$ cat config.mk
export PLATFORM = sky130hd
export DESIGN_NAME = session_timeout_ctrl
export DESIGN_NICKNAME = d
export VERILOG_FILES = /design/src/rtl/session_timeout_ctrl.sv
export SDC_FILE = /design/constraint.sdc
export NUM_CORES = 1
export LEC_CHECK = 0
export BUFFER_PORTS_ARGS = -buffer_cell sky130_fd_sc_hd__clkbuf_2
export CORE_MARGIN = 4
export CORE_UTILIZATION = 39
export CTS_CLUSTER_SIZE = 10
export DETAILED_ROUTE_END_ITERATION = 7
export PLACE_DENSITY = 0.55
export SLEW_MARGIN = 5
export SYNTH_ARGS = -nofsm -noshare
export SYNTH_HDL_FRONTEND = slang
export SYNTH_SLANG_ARGS = --single-unit
$ cat constraint.sdc
create_clock -name clk -period 2.4 [get_ports clk]
set_input_delay 0.36 -clock clk [delete_from_list [all_inputs] [get_ports clk]]
set_output_delay 0.36 -clock clk [all_outputs]
set_load 0.01 [all_outputs]
$ cat src/rtl/session_timeout_ctrl.sv
// Session watchdog: 1-second tick prescaler plus per-session countdown (IDLE/RUN/WARN/EXPIRED).
// Optional SESSION_PAUSE_EN adds a pause input that freezes the countdown while busy.
module session_timeout_ctrl #(
  parameter int CLK_HZ    = 100_000_000,
  parameter int TIMEOUT_S = 30,
  parameter int WARN_S    = 10,
  parameter int CNT_W     = 8
) (
  input  logic             clk,
  input  logic             rst_n,
  input  logic             start,
  input  logic [CNT_W-1:0] load_s,
  input  logic             kick,
  input  logic             stop,
`ifdef SESSION_PAUSE_EN
  input  logic             pause,
`endif
  output logic [CNT_W-1:0] remaining,
  output logic             busy,
  output logic             warn,
  output logic             expired,
  output logic             timeout_p,
  output logic             sec_tick,
  output logic [1:0]       state_dbg
);

  localparam int PW = (CLK_HZ > 1) ? $clog2(CLK_HZ) : 1;
  localparam logic [PW-1:0]    PRESC_MAX = PW'(CLK_HZ - 1);
  localparam logic [CNT_W-1:0] TIMEOUT_V = CNT_W'(TIMEOUT_S);
  localparam logic [CNT_W-1:0] WARN_V    = CNT_W'(WARN_S);

  typedef enum logic [1:0] {
    S_IDLE    = 2'd0,
    S_RUN     = 2'd1,
    S_WARN    = 2'd2,
    S_EXPIRED = 2'd3
  } state_t;

  state_t           state_q, state_d;
  logic [PW-1:0]    presc_q, presc_d;
  logic [CNT_W-1:0] rem_q, rem_d;
  logic [CNT_W-1:0] reload_q, reload_d;
  logic             tp_q, tp_d;
  logic             st_q, st_d;

  logic             busy_w;
  logic             run_en;
  logic [CNT_W-1:0] start_val;
  logic [CNT_W-1:0] rem_dec;

`ifdef SESSION_PAUSE_EN
  assign run_en = ~pause;
`else
  assign run_en = 1'b1;
`endif

  assign busy_w    = (state_q == S_RUN) || (state_q == S_WARN);
  assign start_val = (load_s == '0) ? TIMEOUT_V : load_s;
  // Saturating decrement: remaining never wraps below zero.
  assign rem_dec   = (rem_q == '0) ? '0 : rem_q - CNT_W'(1);

  function automatic state_t eval_state(input logic [CNT_W-1:0] v);
    return (v <= WARN_V) ? S_WARN : S_RUN;
  endfunction

  // Event priority: stop > start > kick > tick; lower events in the same cycle are dropped.
  always_comb begin
    state_d  = state_q;
    presc_d  = presc_q;
    rem_d    = rem_q;
    reload_d = reload_q;
    tp_d     = 1'b0;
    st_d     = 1'b0;
    if (stop) begin
      state_d = S_IDLE;
      rem_d   = '0;
      presc_d = '0;
    end else if (start) begin
      reload_d = start_val;
      rem_d    = start_val;
      state_d  = eval_state(start_val);
      presc_d  = '0;
    end else if (kick && busy_w) begin
      rem_d   = reload_q;
      state_d = eval_state(reload_q);
      presc_d = '0;
    end else if (busy_w) begin
      if (run_en) begin
        if (presc_q == PRESC_MAX) begin
          presc_d = '0;
          st_d    = 1'b1;
          if (rem_dec == '0) begin
            state_d = S_EXPIRED;
            rem_d   = '0;
            tp_d    = 1'b1;
          end else begin
            rem_d   = rem_dec;
            state_d = eval_state(rem_dec);
          end
        end else begin
          presc_d = presc_q + PW'(1);
        end
      end
    end else begin
      presc_d = '0;
    end
  end

  always_ff @(posedge clk or negedge rst_n) begin
    if (!rst_n) begin
      state_q  <= S_IDLE;
      presc_q  <= '0;
      rem_q    <= '0;
      reload_q <= '0;
      tp_q     <= 1'b0;
      st_q     <= 1'b0;
    end else begin
      state_q  <= state_d;
      presc_q  <= presc_d;
      rem_q    <= rem_d;
      reload_q <= reload_d;
      tp_q     <= tp_d;
      st_q     <= st_d;
    end
  end

  assign remaining = rem_q;
  assign busy      = busy_w;
  assign warn      = (state_q == S_WARN);
  assign expired   = (state_q == S_EXPIRED);
  assign timeout_p = tp_q;
  assign sec_tick  = st_q;
  assign state_dbg = state_q;

endmodule
== Yosys cells after proc, flatten, opt, wreduce, memory -nomap -nowiden ==
Cells that the tools add are included.

* Register bits: 47
* Input bits: 13
* Output and inout port bits: 15
* Word-level logic and storage cells: 58

* Add/sub/neg operators: 2
* $lt $le $gt $ge: 3
* Eq/ne operators: 4
* Multiplexer cells: 33
* Bitwise gates (word level): 1
* Reduce and logical (&&, ||, !) cells: 9

{| class="wikitable"
|+ Operators with widths
! operator !! count
|-
| $mux 27 || 5
|-
| $mux 8 || 8
|-
| $add 27x1->27 const B || 1
|-
| $eq 27x27->1 const B || 1
|-
| $le 8x4->1 const B || 3
|-
| $logic_not 8->1 || 3
|-
| $mux 2 || 9
|-
| $mux 1 || 11
|-
| $reduce_bool 4->1 || 2
|-
| $sub 8x1->8 const B || 1
|-
| $eq 2x2->1 const B || 2
|-
| $reduce_and 2->1 || 2
|-
| $eq 2x1->1 const B || 1
|-
| $logic_and 1x1->1 || 1
|-
| $logic_or 1x1->1 || 1
|-
| $not 1->1 || 1
|}

== Depth between registers and ports, before layout ==
* Word-level depth: 10
* Mapped depth: 9
* Depth with buffers taken out: 8

== Least setup slack after synthesis ==
Ideal clock, no wire load.

* Path kind: register -> register
* Start: register rem_q[3], in the netlist remaining[3]
* End: register state_q[0], in the netlist state_dbg[0]
* Setup time: 0.145 ns
* Arrival time: 2.107 ns
* Data required time: 2.255 ns
* Setup slack: 0.149 ns
* Cell stages (with the launch flop): 7
* Buffers on the path: 1
* Clock period less this slack: 2.251 ns
* Cell sequence: dfrtp_1 clkbuf_1 or4_1 a2111oi_0 o22ai_1 o41ai_2 a221oi_1

* Longest elaborated chain between the ends: 10
* Elaborated cells between the ends (all ways): 12
* Classes of those cells: add/sub (1); order compare (1); mux (8); reduce/logical (2)

{| class="wikitable"
|+ Ends and longest elaborated chain
! what !! line !! RTL
|-
| from (decl) || 41 || <nowiki>logic [CNT_W-1:0] rem_q, rem_d;</nowiki>
|-
| from (signal assigned) || 120 || <nowiki>rem_q <= rem_d;</nowiki>
|-
| $sub 8x1->8 / $logic_not 8->1 (equally long branches) || 60 || <nowiki>assign rem_dec = (rem_q == '0) ? '0 : rem_q - CNT_W'(1);</nowiki>
|-
| $mux 8 (*) || 60 ||
|-
| $le 8x4->1 || 63 || <nowiki>return (v <= WARN_V) ? S_WARN : S_RUN;</nowiki>
|-
| $mux 2 || 63 ||
|-
| $mux 2 (*) || 92 || <nowiki>if (rem_dec == '0) begin</nowiki>
|-
| $mux 2 (*) || 89 || <nowiki>if (presc_q == PRESC_MAX) begin</nowiki>
|-
| $mux 2 (*) || 87 || <nowiki>end else if (busy_w) begin</nowiki>
|-
| $mux 2 (*) || 83 || <nowiki>end else if (kick && busy_w) begin</nowiki>
|-
| $mux 2 (*) || 78 || <nowiki>end else if (start) begin</nowiki>
|-
| $mux 2 (*) || 74 || <nowiki>if (stop) begin</nowiki>
|-
| to (signal assigned) || 118 || <nowiki>state_q <= state_d;</nowiki>
|-
| to (decl) || 39 || <nowiki>state_t state_q, state_d;</nowiki>
|}

Mark *: on every way between the ends. The rest lies on a longest branch, timed or not. The select of a mux whose other input is x is not followed.
A chain may end at the register's enable or synchronous reset.

== Final worst setup path ==
* Start: register rem_q[0], in the netlist remaining[0]
* End: register state_q[0], in the netlist state_dbg[0]

The elaborated chain is that of the path after synthesis.

==> flow_summary.ini <==
[floorplanning]
initial_core_util = 0.4081
core-area_um2 = 6422
die_w_um = 89.98
die-area_um2 = 8096
rows = 29
io_pins = 28
die_y_um = 89.98

[timing]
fmax_mhz = 441.3
slew_headroom = 0.4342
fin_crit_ps = 2266
setup_viol_count_final = 0
fin_setup_tns_ps = 0
finClkSkew_ps = 7.634
rsz0062_at_grt = no
period_share = 0.9441
finalMaxSlewViolations = 0
hold_viol = 0
tightest_slew_ps = 848.7

[cells_and_area]
final_common_cell = nor2_1
fin_nets = 345
regArea_um2 = 1176
area_growth_pct = 15.18
num-fill-cells = 640
antenna_cells = 0
drive_gt1_frac = 0.1835
multi_input_area_um2 = 1374
mostFrequentLayoutCells = nor2_1, dfrtp_1, nand2_1

[global_routing]
grt_start_max_net_pins = 34
gr-total-overflow = 0
grt_pass1_wl_mm = 10.70
grt_pass1_vias = 2145
antenna_found_initial = 0
grt_use_total = 0.1625

[synthesis]
syn-cell-area_um2 = 2621
synthCells = 288
synth_seq_cells = 47
ys.flop_type = dfrtp_1
yosysSeqAreaShare = 0.4487
yosysUniqueCellTypes = 48
synthTopCellsByArea = dfrtp_1, nor2_1, xor2_1
yosys_warnings = 0
synth_nets = 306
ys_async_sr_fraction = 1.000
netlist.top_cell.by_area = dfrtp_1
synth_edf_count = 0
yosysTopAreaCellShare = 0.4487
syn_avg_cell_area_um2 = 9.102

[worst_setup_path]
r2r_start = remaining[0]$_DFFE_PN0P_
crit_required_ps = 2560
r2r_end = state_dbg[0]$_DFFE_PN0P_
cp_max_fo = 5
start_kind = flip-flop
reg2reg_slack_ps = 130
critPathArrivalTime_ps = 2430
cp-end-kind = flip-flop
crit_type = flip-flop to flip-flop
reg2reg_depth = 5

[route]
drc_errors = 0
wl_per_cell_um = 15.61
firstDrtPassIters = 4
ant_nets = 0
drt_iter0_drc = 96
num_vias = 2169
post_drt_via_cell_ratio = 5.369
wl_mm = 6.306

[placement]
port_buffers = 27
hpwl_mm = 4.726
gp_congestion = 0.8073

[power]
total_leakage_power_nw = 1.342
finalPower_mw = 1.961
peakVddDrop_uv = 310.5
pwr_density_cell_nw_per_um2 = 649.5

[clock_network]
path_clk_slew_ps = 90
clock_latency_ps = 300
cts_sinks = 47
numCtsBuffers = 5
cts_tree = yes
cts_buffer_depth = 2
root_buffer = clkbuf_8
h-tree-depth = 2

[run_status]
status = completed

[flow_run]
cap_violations = 0

[min_path]
holdCritPathClass = input port to async pin
through the flow:
stage / setup slack, ps / utilization / cells / area (µm²) / hold slack, ps
finish: 134.2 / 0.4701 / 404 / 3019 / 157.0
global route: 8.054 / 0.4701 / 404 / 3019 / 226.3
CTS: 10.16 / 0.4699 / 404 / 3018 / 191.5
detailed placement: 68.38 / 0.4570 / 397 / 2935 / 499.0
global placement: 1.423 / 0.4570 / 397 / 2935 / 491.7
floorplan: 148.8 / - / 288 / 2621 / 64.41
per-layer routing:
layer	share of wire	GRT usage	vias to the layer above
met3	0.051	0.04007	9
li1	-	-	1085
met2	0.47	0.2531	44
met5	0	0	-
met1	0.46	0.2233	1031
met4	0.012	0.05102	0
flip-flops by register name, indices dropped and copies added, names as in the netlist:
signal and flops:
remaining 8, timeout_p 1, presc_q 27, sec_tick 1, state_dbg 2, reload_q 8
cell type report:
cell class / count / share of cell area
clock inverter: 2 / 0.004559
sequential: 47 / 0.3896
multi-input combinational: 224 / 0.4550
tap: 77 / 0.03191
clock buffer: 5 / 0.02279
timing repair buffer: 43 / 0.08869
inverter: 6 / 0.007460
cell usage after synthesis (all sizes together), types with 2 or more instances:
| cell | number |
|---|---|
| nor2 | 56 |
| dfrtp | 47 |
| nand2 | 33 |
| xor2 | 19 |
| o21ai | 14 |
| nand3 | 12 |
| xnor2 | 9 |
| a21oi | 7 |
| clkbuf | 7 |
| nand4 | 7 |
| a21o | 6 |
| inv | 6 |
| nor3 | 6 |
| or4 | 6 |
| ha | 5 |
| nor4 | 5 |
| buf | 4 |
| a2111oi | 3 |
| a221oi | 3 |
| and3 | 3 |
| and4 | 3 |
| mux2 | 3 |
| a211oi | 2 |
| a31oi | 2 |
| mux2i | 2 |
| nand2b | 2 |
| nor2b | 2 |
| o31ai | 2 |
cell families (layout without fill, tap and decap cells):
logic type,after synthesis,in the layout,synth area share
XOR/XNOR,28,28,0.09356
multiplexers,5,5,0.02052
adder cells (fa/ha/maj),5,5,0.02387
flip-flops,47,47,0.4487
AO/OA/AOI/OAI,46,46,0.1284
buffers and inverters,17,56,0.02769
AND/OR/NAND/NOR,140,140,0.2573
report_power, final:
part	total (mW)	leakage, nW	internal, mW	switching [mW]
sequential	0.904	0.632	0.840	0.0638
clock	0.471	0.0440	0.200	0.271
combinational	0.587	0.666	0.240	0.346
worst max path at each step:
stage	from	endpoint	slack, ps	depth (start not counted)
detailed placement	remaining[0]$_DFFE_PN0P_	state_dbg[0]$_DFFE_PN0P_	70	5
global route	presc_q[3]$_DFF_PN0_	remaining[6]$_DFFE_PN0P_	8	6
global placement	remaining[0]$_DFFE_PN0P_	state_dbg[0]$_DFFE_PN0P_	1	5
floorplan	remaining[3]$_DFFE_PN0P_	state_dbg[0]$_DFFE_PN0P_	150	6
finish	remaining[0]$_DFFE_PN0P_	state_dbg[0]$_DFFE_PN0P_	130	5
CTS	remaining[0]$_DFFE_PN0P_	state_dbg[0]$_DFFE_PN0P_	10	5
critical path: stages (launching register included):
cell       delay [ps]
dfrtp_1           450
or4_1             520
a2111oi_1         440
o22ai_1           250
o41ai_2           330
a221oi_1          130
timing repair:
action                     4_1_cts  5_1_grt
gates resized for setup          0        2
setup buffers                    0        0
setup endpoints to repair        0        7
hold buffers                     0        0
(Power assumes the default switching activity.)
